--- src/rtl/alu_pkg.sv ---
// Shared ALU sequencer definitions: opcodes, opcode legality check, FSM state type, default widths.
package alu_pkg;

   localparam int unsigned WIDTH_DEF = 32;
   localparam int unsigned OP_W_DEF  = 4;

   localparam logic [OP_W_DEF-1:0] ALU_ADD   = 4'b0000;
   localparam logic [OP_W_DEF-1:0] ALU_SLL   = 4'b0001;
   localparam logic [OP_W_DEF-1:0] ALU_SLT   = 4'b0010;
   localparam logic [OP_W_DEF-1:0] ALU_SLTU  = 4'b0011;
   localparam logic [OP_W_DEF-1:0] ALU_XOR   = 4'b0100;
   localparam logic [OP_W_DEF-1:0] ALU_SRL   = 4'b0101;
   localparam logic [OP_W_DEF-1:0] ALU_OR    = 4'b0110;
   localparam logic [OP_W_DEF-1:0] ALU_AND   = 4'b0111;
   localparam logic [OP_W_DEF-1:0] ALU_SUB   = 4'b1000;
   localparam logic [OP_W_DEF-1:0] ALU_PASSB = 4'b1001;
   localparam logic [OP_W_DEF-1:0] ALU_SRA   = 4'b1101;

   typedef enum logic [1:0] {
      StIdle,
      StExec,
      StResp
   } state_e;

   function automatic logic is_legal_op(input logic [OP_W_DEF-1:0] op);
      case (op)
         ALU_ADD, ALU_SUB, ALU_SLL, ALU_SLT, ALU_SLTU, ALU_XOR,
         ALU_SRL, ALU_SRA, ALU_OR, ALU_AND, ALU_PASSB: return 1'b1;
         default:                                      return 1'b0;
      endcase
   endfunction

endpackage

--- src/rtl/alu_share_arbiter_if.sv ---
// Requester-side request/response handshake bundle for alu_share_arbiter.
interface alu_share_arbiter_if #(
   parameter int unsigned WIDTH = 32,
   parameter int unsigned OP_W  = 4
);
   logic [1:0]       req_valid;
   logic [1:0]       req_ready;
   logic [OP_W-1:0]  req_op0;
   logic [WIDTH-1:0] req_a0;
   logic [WIDTH-1:0] req_b0;
   logic [OP_W-1:0]  req_op1;
   logic [WIDTH-1:0] req_a1;
   logic [WIDTH-1:0] req_b1;
   logic [1:0]       rsp_valid;
   logic [1:0]       rsp_ready;
   logic [WIDTH-1:0] rsp_data;
   logic             rsp_err;

   modport master (
      output req_valid, req_op0, req_a0, req_b0, req_op1, req_a1, req_b1, rsp_ready,
      input  req_ready, rsp_valid, rsp_data, rsp_err
   );

   modport slave (
      input  req_valid, req_op0, req_a0, req_b0, req_op1, req_a1, req_b1, rsp_ready,
      output req_ready, rsp_valid, rsp_data, rsp_err
   );
endinterface

--- src/rtl/rr_arb2.sv ---
// Two-input arbiter; round-robin when ALU_ARB_RR_EN is defined, else fixed priority to input 0.
module rr_arb2 (
`ifdef ALU_ARB_RR_EN
   input  logic       i_clk,
   input  logic       i_rst_n,
   input  logic       i_advance,
`endif
   input  logic [1:0] i_req,
   output logic [1:0] o_gnt
);

`ifdef ALU_ARB_RR_EN
   logic r_prio;  // 1: requester 1 wins the next tie

   always_ff @(posedge i_clk or negedge i_rst_n) begin
      if (!i_rst_n) begin
         r_prio <= 1'b0;
      end else if (i_advance) begin
         r_prio <= o_gnt[0];
      end
   end

   always_comb begin
      o_gnt = 2'b00;
      if (&i_req) begin
         o_gnt = r_prio ? 2'b10 : 2'b01;
      end else begin
         o_gnt = i_req;
      end
   end
`else
   always_comb begin
      o_gnt = 2'b00;
      if (i_req[0]) begin
         o_gnt = 2'b01;
      end else if (i_req[1]) begin
         o_gnt = 2'b10;
      end
   end
`endif

endmodule

--- src/rtl/alu_share_arbiter.sv ---
// Time-shares one combinational ALU between two requesters (IDLE/EXEC/RESP sequencer).
// Build option: ALU_ARB_RR_EN selects round-robin arbitration instead of fixed R0 priority.
module alu_share_arbiter
   import alu_pkg::*;
#(
   parameter int unsigned WIDTH = WIDTH_DEF,
   parameter int unsigned OP_W  = OP_W_DEF
) (
   input  logic                i_clk,
   input  logic                i_rst_n,
   alu_share_arbiter_if.slave  io_bus,
   output logic [WIDTH-1:0]    o_alu_a,
   output logic [WIDTH-1:0]    o_alu_b,
   output logic [OP_W-1:0]     o_alu_op,
   input  logic [WIDTH-1:0]    i_alu_res
);

   state_e           r_state, w_state_nxt;
   logic             r_owner;
   logic [OP_W-1:0]  r_op;
   logic [WIDTH-1:0] r_a, r_b, r_data;
   logic             r_err;

   logic [1:0]       w_gnt;
   logic             w_accept;
   logic             w_sel;
   logic [OP_W-1:0]  w_op_sel;
   logic [WIDTH-1:0] w_a_sel, w_b_sel;
   logic             w_legal;

   assign w_accept = (r_state == StIdle) && (|io_bus.req_valid);

   rr_arb2 u_arb (
`ifdef ALU_ARB_RR_EN
      .i_clk     (i_clk),
      .i_rst_n   (i_rst_n),
      .i_advance (w_accept),
`endif
      .i_req     (io_bus.req_valid),
      .o_gnt     (w_gnt)
   );

   assign w_sel    = w_gnt[1];
   assign w_op_sel = w_sel ? io_bus.req_op1 : io_bus.req_op0;
   assign w_a_sel  = w_sel ? io_bus.req_a1  : io_bus.req_a0;
   assign w_b_sel  = w_sel ? io_bus.req_b1  : io_bus.req_b0;
   assign w_legal  = is_legal_op(w_op_sel);

   always_ff @(posedge i_clk or negedge i_rst_n) begin
      if (!i_rst_n) begin
         r_state <= StIdle;
         r_owner <= 1'b0;
         r_op    <= '0;
         r_a     <= '0;
         r_b     <= '0;
         r_err   <= 1'b0;
         r_data  <= '0;
      end else begin
         r_state <= w_state_nxt;
         if (w_accept) begin
            // Illegal ops run as ADD 0+0 so the ALU sees quiet, defined inputs.
            r_owner <= w_sel;
            r_op    <= w_legal ? w_op_sel : '0;
            r_a     <= w_legal ? w_a_sel  : '0;
            r_b     <= w_legal ? w_b_sel  : '0;
            r_err   <= ~w_legal;
         end
         if (r_state == StExec) begin
            r_data <= r_err ? '0 : i_alu_res;
         end
      end
   end

   always_comb begin
      w_state_nxt      = r_state;
      io_bus.req_ready = 2'b00;
      io_bus.rsp_valid = 2'b00;
      unique case (r_state)
         StIdle: begin
            if (w_accept) begin
               io_bus.req_ready = w_gnt & {2{i_rst_n}};
               w_state_nxt      = StExec;
            end
         end
         StExec: begin
            w_state_nxt = StResp;
         end
         StResp: begin
            io_bus.rsp_valid = r_owner ? 2'b10 : 2'b01;
            if (io_bus.rsp_ready[r_owner]) begin
               w_state_nxt = StIdle;
            end
         end
         default: begin
            w_state_nxt = StIdle;
         end
      endcase
   end

   assign io_bus.rsp_data = r_data;
   assign io_bus.rsp_err  = r_err;
   assign o_alu_a         = r_a;
   assign o_alu_b         = r_b;
   assign o_alu_op        = r_op;

endmodule

--- src/flat_wrapper.sv ---
// flat-port wrapper written by rule: the top's interface ports become plain ports
module alu_share_arbiter_flat import alu_pkg::*;
#(
   parameter int unsigned WIDTH = WIDTH_DEF,
   parameter int unsigned OP_W  = OP_W_DEF
)
  (i_clk, i_rst_n, o_alu_a, o_alu_b, o_alu_op, i_alu_res, io_bus_req_valid, io_bus_req_op0, io_bus_req_a0, io_bus_req_b0, io_bus_req_op1, io_bus_req_a1, io_bus_req_b1, io_bus_rsp_ready, io_bus_req_ready, io_bus_rsp_valid, io_bus_rsp_data, io_bus_rsp_err);
  alu_share_arbiter_if #(.WIDTH(WIDTH), .OP_W(OP_W)) io_bus_i ();
  input  logic i_clk;
  input  logic i_rst_n;
  output logic [WIDTH-1:0] o_alu_a;
  output logic [WIDTH-1:0] o_alu_b;
  output logic [OP_W-1:0] o_alu_op;
  input  logic [WIDTH-1:0] i_alu_res;
  input wire logic [$bits(io_bus_i.req_valid)-1:0] io_bus_req_valid;
  input wire logic [$bits(io_bus_i.req_op0)-1:0] io_bus_req_op0;
  input wire logic [$bits(io_bus_i.req_a0)-1:0] io_bus_req_a0;
  input wire logic [$bits(io_bus_i.req_b0)-1:0] io_bus_req_b0;
  input wire logic [$bits(io_bus_i.req_op1)-1:0] io_bus_req_op1;
  input wire logic [$bits(io_bus_i.req_a1)-1:0] io_bus_req_a1;
  input wire logic [$bits(io_bus_i.req_b1)-1:0] io_bus_req_b1;
  input wire logic [$bits(io_bus_i.rsp_ready)-1:0] io_bus_rsp_ready;
  output wire logic [$bits(io_bus_i.req_ready)-1:0] io_bus_req_ready;
  output wire logic [$bits(io_bus_i.rsp_valid)-1:0] io_bus_rsp_valid;
  output wire logic [$bits(io_bus_i.rsp_data)-1:0] io_bus_rsp_data;
  output wire logic [$bits(io_bus_i.rsp_err)-1:0] io_bus_rsp_err;
  assign io_bus_i.req_valid = io_bus_req_valid;
  assign io_bus_i.req_op0 = io_bus_req_op0;
  assign io_bus_i.req_a0 = io_bus_req_a0;
  assign io_bus_i.req_b0 = io_bus_req_b0;
  assign io_bus_i.req_op1 = io_bus_req_op1;
  assign io_bus_i.req_a1 = io_bus_req_a1;
  assign io_bus_i.req_b1 = io_bus_req_b1;
  assign io_bus_i.rsp_ready = io_bus_rsp_ready;
  assign io_bus_req_ready = io_bus_i.req_ready;
  assign io_bus_rsp_valid = io_bus_i.rsp_valid;
  assign io_bus_rsp_data = io_bus_i.rsp_data;
  assign io_bus_rsp_err = io_bus_i.rsp_err;
  alu_share_arbiter #(.WIDTH(WIDTH), .OP_W(OP_W)) u_core (.i_clk(i_clk), .i_rst_n(i_rst_n), .io_bus(io_bus_i), .o_alu_a(o_alu_a), .o_alu_b(o_alu_b), .o_alu_op(o_alu_op), .i_alu_res(i_alu_res));
endmodule
--- config.mk ---
export PLATFORM = sky130hd
export DESIGN_NAME = alu_share_arbiter_flat
export DESIGN_NICKNAME = d
export VERILOG_FILES = /design/src/rtl/alu_pkg.sv /design/src/rtl/alu_share_arbiter_if.sv /design/src/rtl/rr_arb2.sv /design/src/rtl/alu_share_arbiter.sv /design/src/flat_wrapper.sv
export SDC_FILE = /design/constraint.sdc
export NUM_CORES = 1
export LEC_CHECK = 0
export CAP_MARGIN = 10
export CORE_MARGIN = 8
export CORE_UTILIZATION = 35
export DETAILED_ROUTE_END_ITERATION = 10
export PLACE_DENSITY_LB_ADDON = 0.25
export SKIP_LAST_GASP = 1
export SYNTH_ARGS = -nofsm -noshare
export SYNTH_HDL_FRONTEND = slang
export SYNTH_SLANG_ARGS = --single-unit
export TNS_END_PERCENT = 20
--- constraint.sdc ---
create_clock -name i_clk -period 2 [get_ports i_clk]
set_input_delay 0.4 -clock i_clk [delete_from_list [all_inputs] [get_ports i_clk]]
set_output_delay 0.4 -clock i_clk [all_outputs]
set_load 0.05 [all_outputs]
==> run summary <==
The synthesis-stage register bit count came out at 104. In this run the clock root is driven by a clkbuf_16. TritonCTS built the clock tree. The run finished with clean final reports. On the worst path, the slowest cell contributes a delay of 860 ps. The final layout contains 916 nets. The clock sink count came out at 104. The critical path is of the reg2out type. The most critical setup path has its startpoint at u_core.o_alu_a[2]. The number of I/O pins came out at 279. The most used flip-flop cell after synthesis is dfrtp_1. The overall routed net length is 19.0 mm.

The initial utilization of the core area, before any placement, comes to 0.357. The global-route wire length before repair came out at 29.7 mm. The die height is 135 microns. The count of synthesis-stage warnings from yosys came out at 0. The hold buffer count at cts came out at 0. For this run, design rule violations remaining after detail routing come to 0. The buffer levels on the longest clock path is 2. The required time of the critical path came out at 1600 ps.

The highest net fanout along the worst path is 3. The min-delay analysis places its worst path in the category in2async. The remaining number of nets flagged by the antenna check after routing is 0. The site row count is 43.

The DRC violation total after the first TritonRoute iteration came out at 285. The compound-cell area share of the yosys netlist came to 0.339. Registers take 2600 sq um.

The register-to-register setup slack came out at 370 ps. The clock reaches the later pin of the worst-skew pair after 340 ps. Yosys mapped a number of flops with a built-in enable equal to 0. Walking the worst path, the cells encountered are clkdlybuf4s50_1. The die outline width is 135 microns. Before CTS, the worst setup slack after placement is -61.4 ps.

The post-synthesis xor/xnor area fraction came out at 0. The worst-margin pin slew is 577 ps. The max-slew violation total from the final report came out at 0.

The number of cells traversed by the worst register-to-register path came out at 5. Power spread over the standard cell area amounts to 1880 nW/um^2. By area, the combinational part of the netlist is dominated by compound AO/OA/AOI/OAI gates.

Summing over every cut layer, the via total after detailed routing is 5104. The share of async-settable or async-resettable flops after synthesis came out at 1.00. The fraction of the mapped netlist area in adder cells is 0. The logic depth of the worst setup path including buffers is 1.

The area added between synthesis and finish is 67.2%. The core box area is 13800 sq um. The nature of the critical path endpoint is a primary output.

The post-synthesis instance area came out at 4940 sq um. The standby leakage power came out at 3.28 nW. The critical path startpoint category is a flop. The startpoint of the worst register-to-register path is u_core.r_state[1]. The level count of the clock H-tree came out at 3. The met2 routing resource usage after global routing is 0.333. The met1 usage came out at 0.248. The share of the Yosys chip area taken by registers is 0.527. The count of input and output buffers is 278. The worst max-slew margin expressed relative to the limit came out at 0.616.

Setup slack closes at 20.2 ps. The master of the slowest instance on the critical path is clkdlybuf4s50_1. The layout cell share with drive strength beyond 1 came out at 0.118. Detailed placement ended at an HPWL of 13.9 mm. The portion of synthesized area spent on multiplexers is 0.00228. The layer with the highest usage after global routing is met2. The clock-pin slew on the worst setup and hold paths is 70 ps. The first-pass iteration count of the detailed router came out at 4. Grouping stages by cell kind, the critical path spends the most delay in buffers and inverters.

The critical path arrival is 1580 ps. The number of antenna violations at the first check in global routing is 1. The global routing usage on met3 came out at 0.0643. The max-cap violation count is 0. The placer congestion estimate is 0.802. The number of buffers added by the clock tree synthesis step is 9. The number of nets handed over by synthesis was 663.

The peak ir drop on the vdd network came out at 0.944 mV. Across the routed clock network, the largest skew measured is 5.09 ps. For this run, the top clock speed supported by timing is 505 MHz. Across every metal layer, demand over resource in global routing totals 0.205. The wire length per cell after detailed routing is 20.5 microns. The endpoint identified for the worst register-to-register timing path is u_core.o_alu_op[2]. The area taken by multi-input logic gates is 2090 sq um. The global route total overflow is 0. The number of global-route vias before repair came to 5433. Of the available clock period, the critical path in the final layout requires 0.990. The count of buffering cells on the critical path with inverters included is 1. The post-detailed-route via-to-cell ratio is 5.50. The worst setup path endpoint is o_alu_a[2].

The number of failing hold endpoints at the final stage is 0. The number of standard cells after synthesis came out at 489. At the end of the flow the core is filled with cells to 0.598. The minimum clock period came out at 1980 ps.

The maximum number of pins on one net before global-route repair is 105. In this run, distinct cell masters in the synthesized netlist total 30. The number of inserted filler cells in the final layout is 1141. The synthesized-area fraction occupied by and/or/nand/nor cells is 0.0800. The mean instance size in the synthesized netlist is 10.1 sq um. The die covers 18200 sq um.

Setup repair after global routing could not meet its margin everywhere. Setup violations remaining at the end of the flow were counted as 0.
repair_timing:
item,4_1_cts,5_1_grt
setup endpoints to repair,0,20
resized for setup,0,4
hold endpoints to repair,0,0
setup buffers,0,0
cell usage after synthesis, types with 2 or more instances:
cell	instances	area [sq um]
buf_6	4	45.0
nand3b_1	4	30.0
nand2b_1	2	12.5
o21ai_0	35	175
nor2_1	5	18.8
buf_2	9	45.0
a211oi_1	34	255
a21oi_1	2	10.0
inv_1	5	18.8
clkbuf_1	36	135
dfrtp_1	104	2600
a311oi_1	2	17.5
and3_1	2	12.5
a211oi_2	31	388
o22ai_1	127	795
buf_1	4	15.0
nand2_1	70	263
registers in the layout, summed over array words and instances (netlist names):
name,flops
u_core.o_alu_op,4
u_core.io_bus.rsp_err,1
u_core.r_state,2
u_core.o_alu_a,32
u_core.r_owner,1
u_core.io_bus.rsp_data,32
u_core.o_alu_b,32
layout make-up:
type                    instances  share of cell area
repair buffers                295               0.368
inverters                       5             0.00227
well taps                     180              0.0273
clock inverters                 5             0.00469
diodes                          1            0.000303
multi-input cells             327               0.253
flip-flops and latches        104               0.315
clock buffers                  11              0.0294
layout by cell type (no fill, tap or decap), types with 2 or more instances in the layout:
master             n
a211oi_1          34
a211oi_2          30
a21oi_1            2
a311oi_1           2
and3_1             2
buf_12            13
buf_4             20
clkbuf_16          9
clkdlybuf4s50_1  257
dfrtp_1          104
dlymetal6s2s_1     4
inv_1              4
inv_6              2
nand2_1           69
nand2_2            2
nand3b_1           4
nor2_1             5
o21ai_0           35
o22ai_1          127
stage by stage:
stage / area, sq um / TNS (ps) / hold WS, ps / instances / total power (W)
floorplan: 4940 / 0 / 104 / 489 / 0.0104
global placement: 7970 / -398 / 465 / 911 / 0.0137
detailed placement: 7970 / -1690 / 478 / 911 / 0.0139
CTS: 8250 / 0 / 199 / 927 / 0.0156
global route: 8260 / -208 / 201 / 928 / 0.0163
finish: 8260 / 0 / 140 / 928 / 0.0155
cells by family after synthesis:
logic type / Yosys count
flip-flops: 104
buffers and inverters: 58
AND/OR/NAND/NOR: 90
AO/OA/AOI/OAI: 236
multiplexers: 1
metal layers:
layer / vias up / wire length (microns) / share of wire
met4: 0 / 464 / 0.024
met3: 29 / 1640 / 0.086
met2: 228 / 8900 / 0.47
li1: 2389 / - / -
met5: - / 0 / 0
met1: 2458 / 8030 / 0.42
worst min path at each step:
| stage | slack (ps) | endpoint | cells after the start | from |
|---|---|---|---|---|
| floorplan | 100 | u_core.io_bus.rsp_data[0] | 0 | i_rst_n |
| global placement | 460 | u_core.io_bus.rsp_data[15] | 2 | u_core.io_bus.rsp_data[15] |
| detailed placement | 480 | u_core.io_bus.rsp_data[15] | 2 | u_core.io_bus.rsp_data[15] |
| CTS | 200 | u_core.o_alu_b[25] | 2 | i_rst_n |
| global route | 200 | u_core.o_alu_b[25] | 2 | i_rst_n |
| finish | 140 | u_core.io_bus.rsp_data[20] | 2 | i_rst_n |
worst register-to-register path, stage by stage (launching register included):
cell,delay (ps)
dfrtp_1,420
nor2_4,220
o21ai_1,180
a211oi_4,310
buf_12,280
a311oi_1,80
power by group:
part | total [W] | leakage [nW] | internal (W) | switching [W]
logic | 0.00985 | 1.88 | 0.00351 | 0.00633
registers | 0.00395 | 1.26 | 0.00317 | 0.000777
clock network | 0.00170 | 0.137 | 0.000890 | 0.000811
Power figures use the tool's default switching activity.
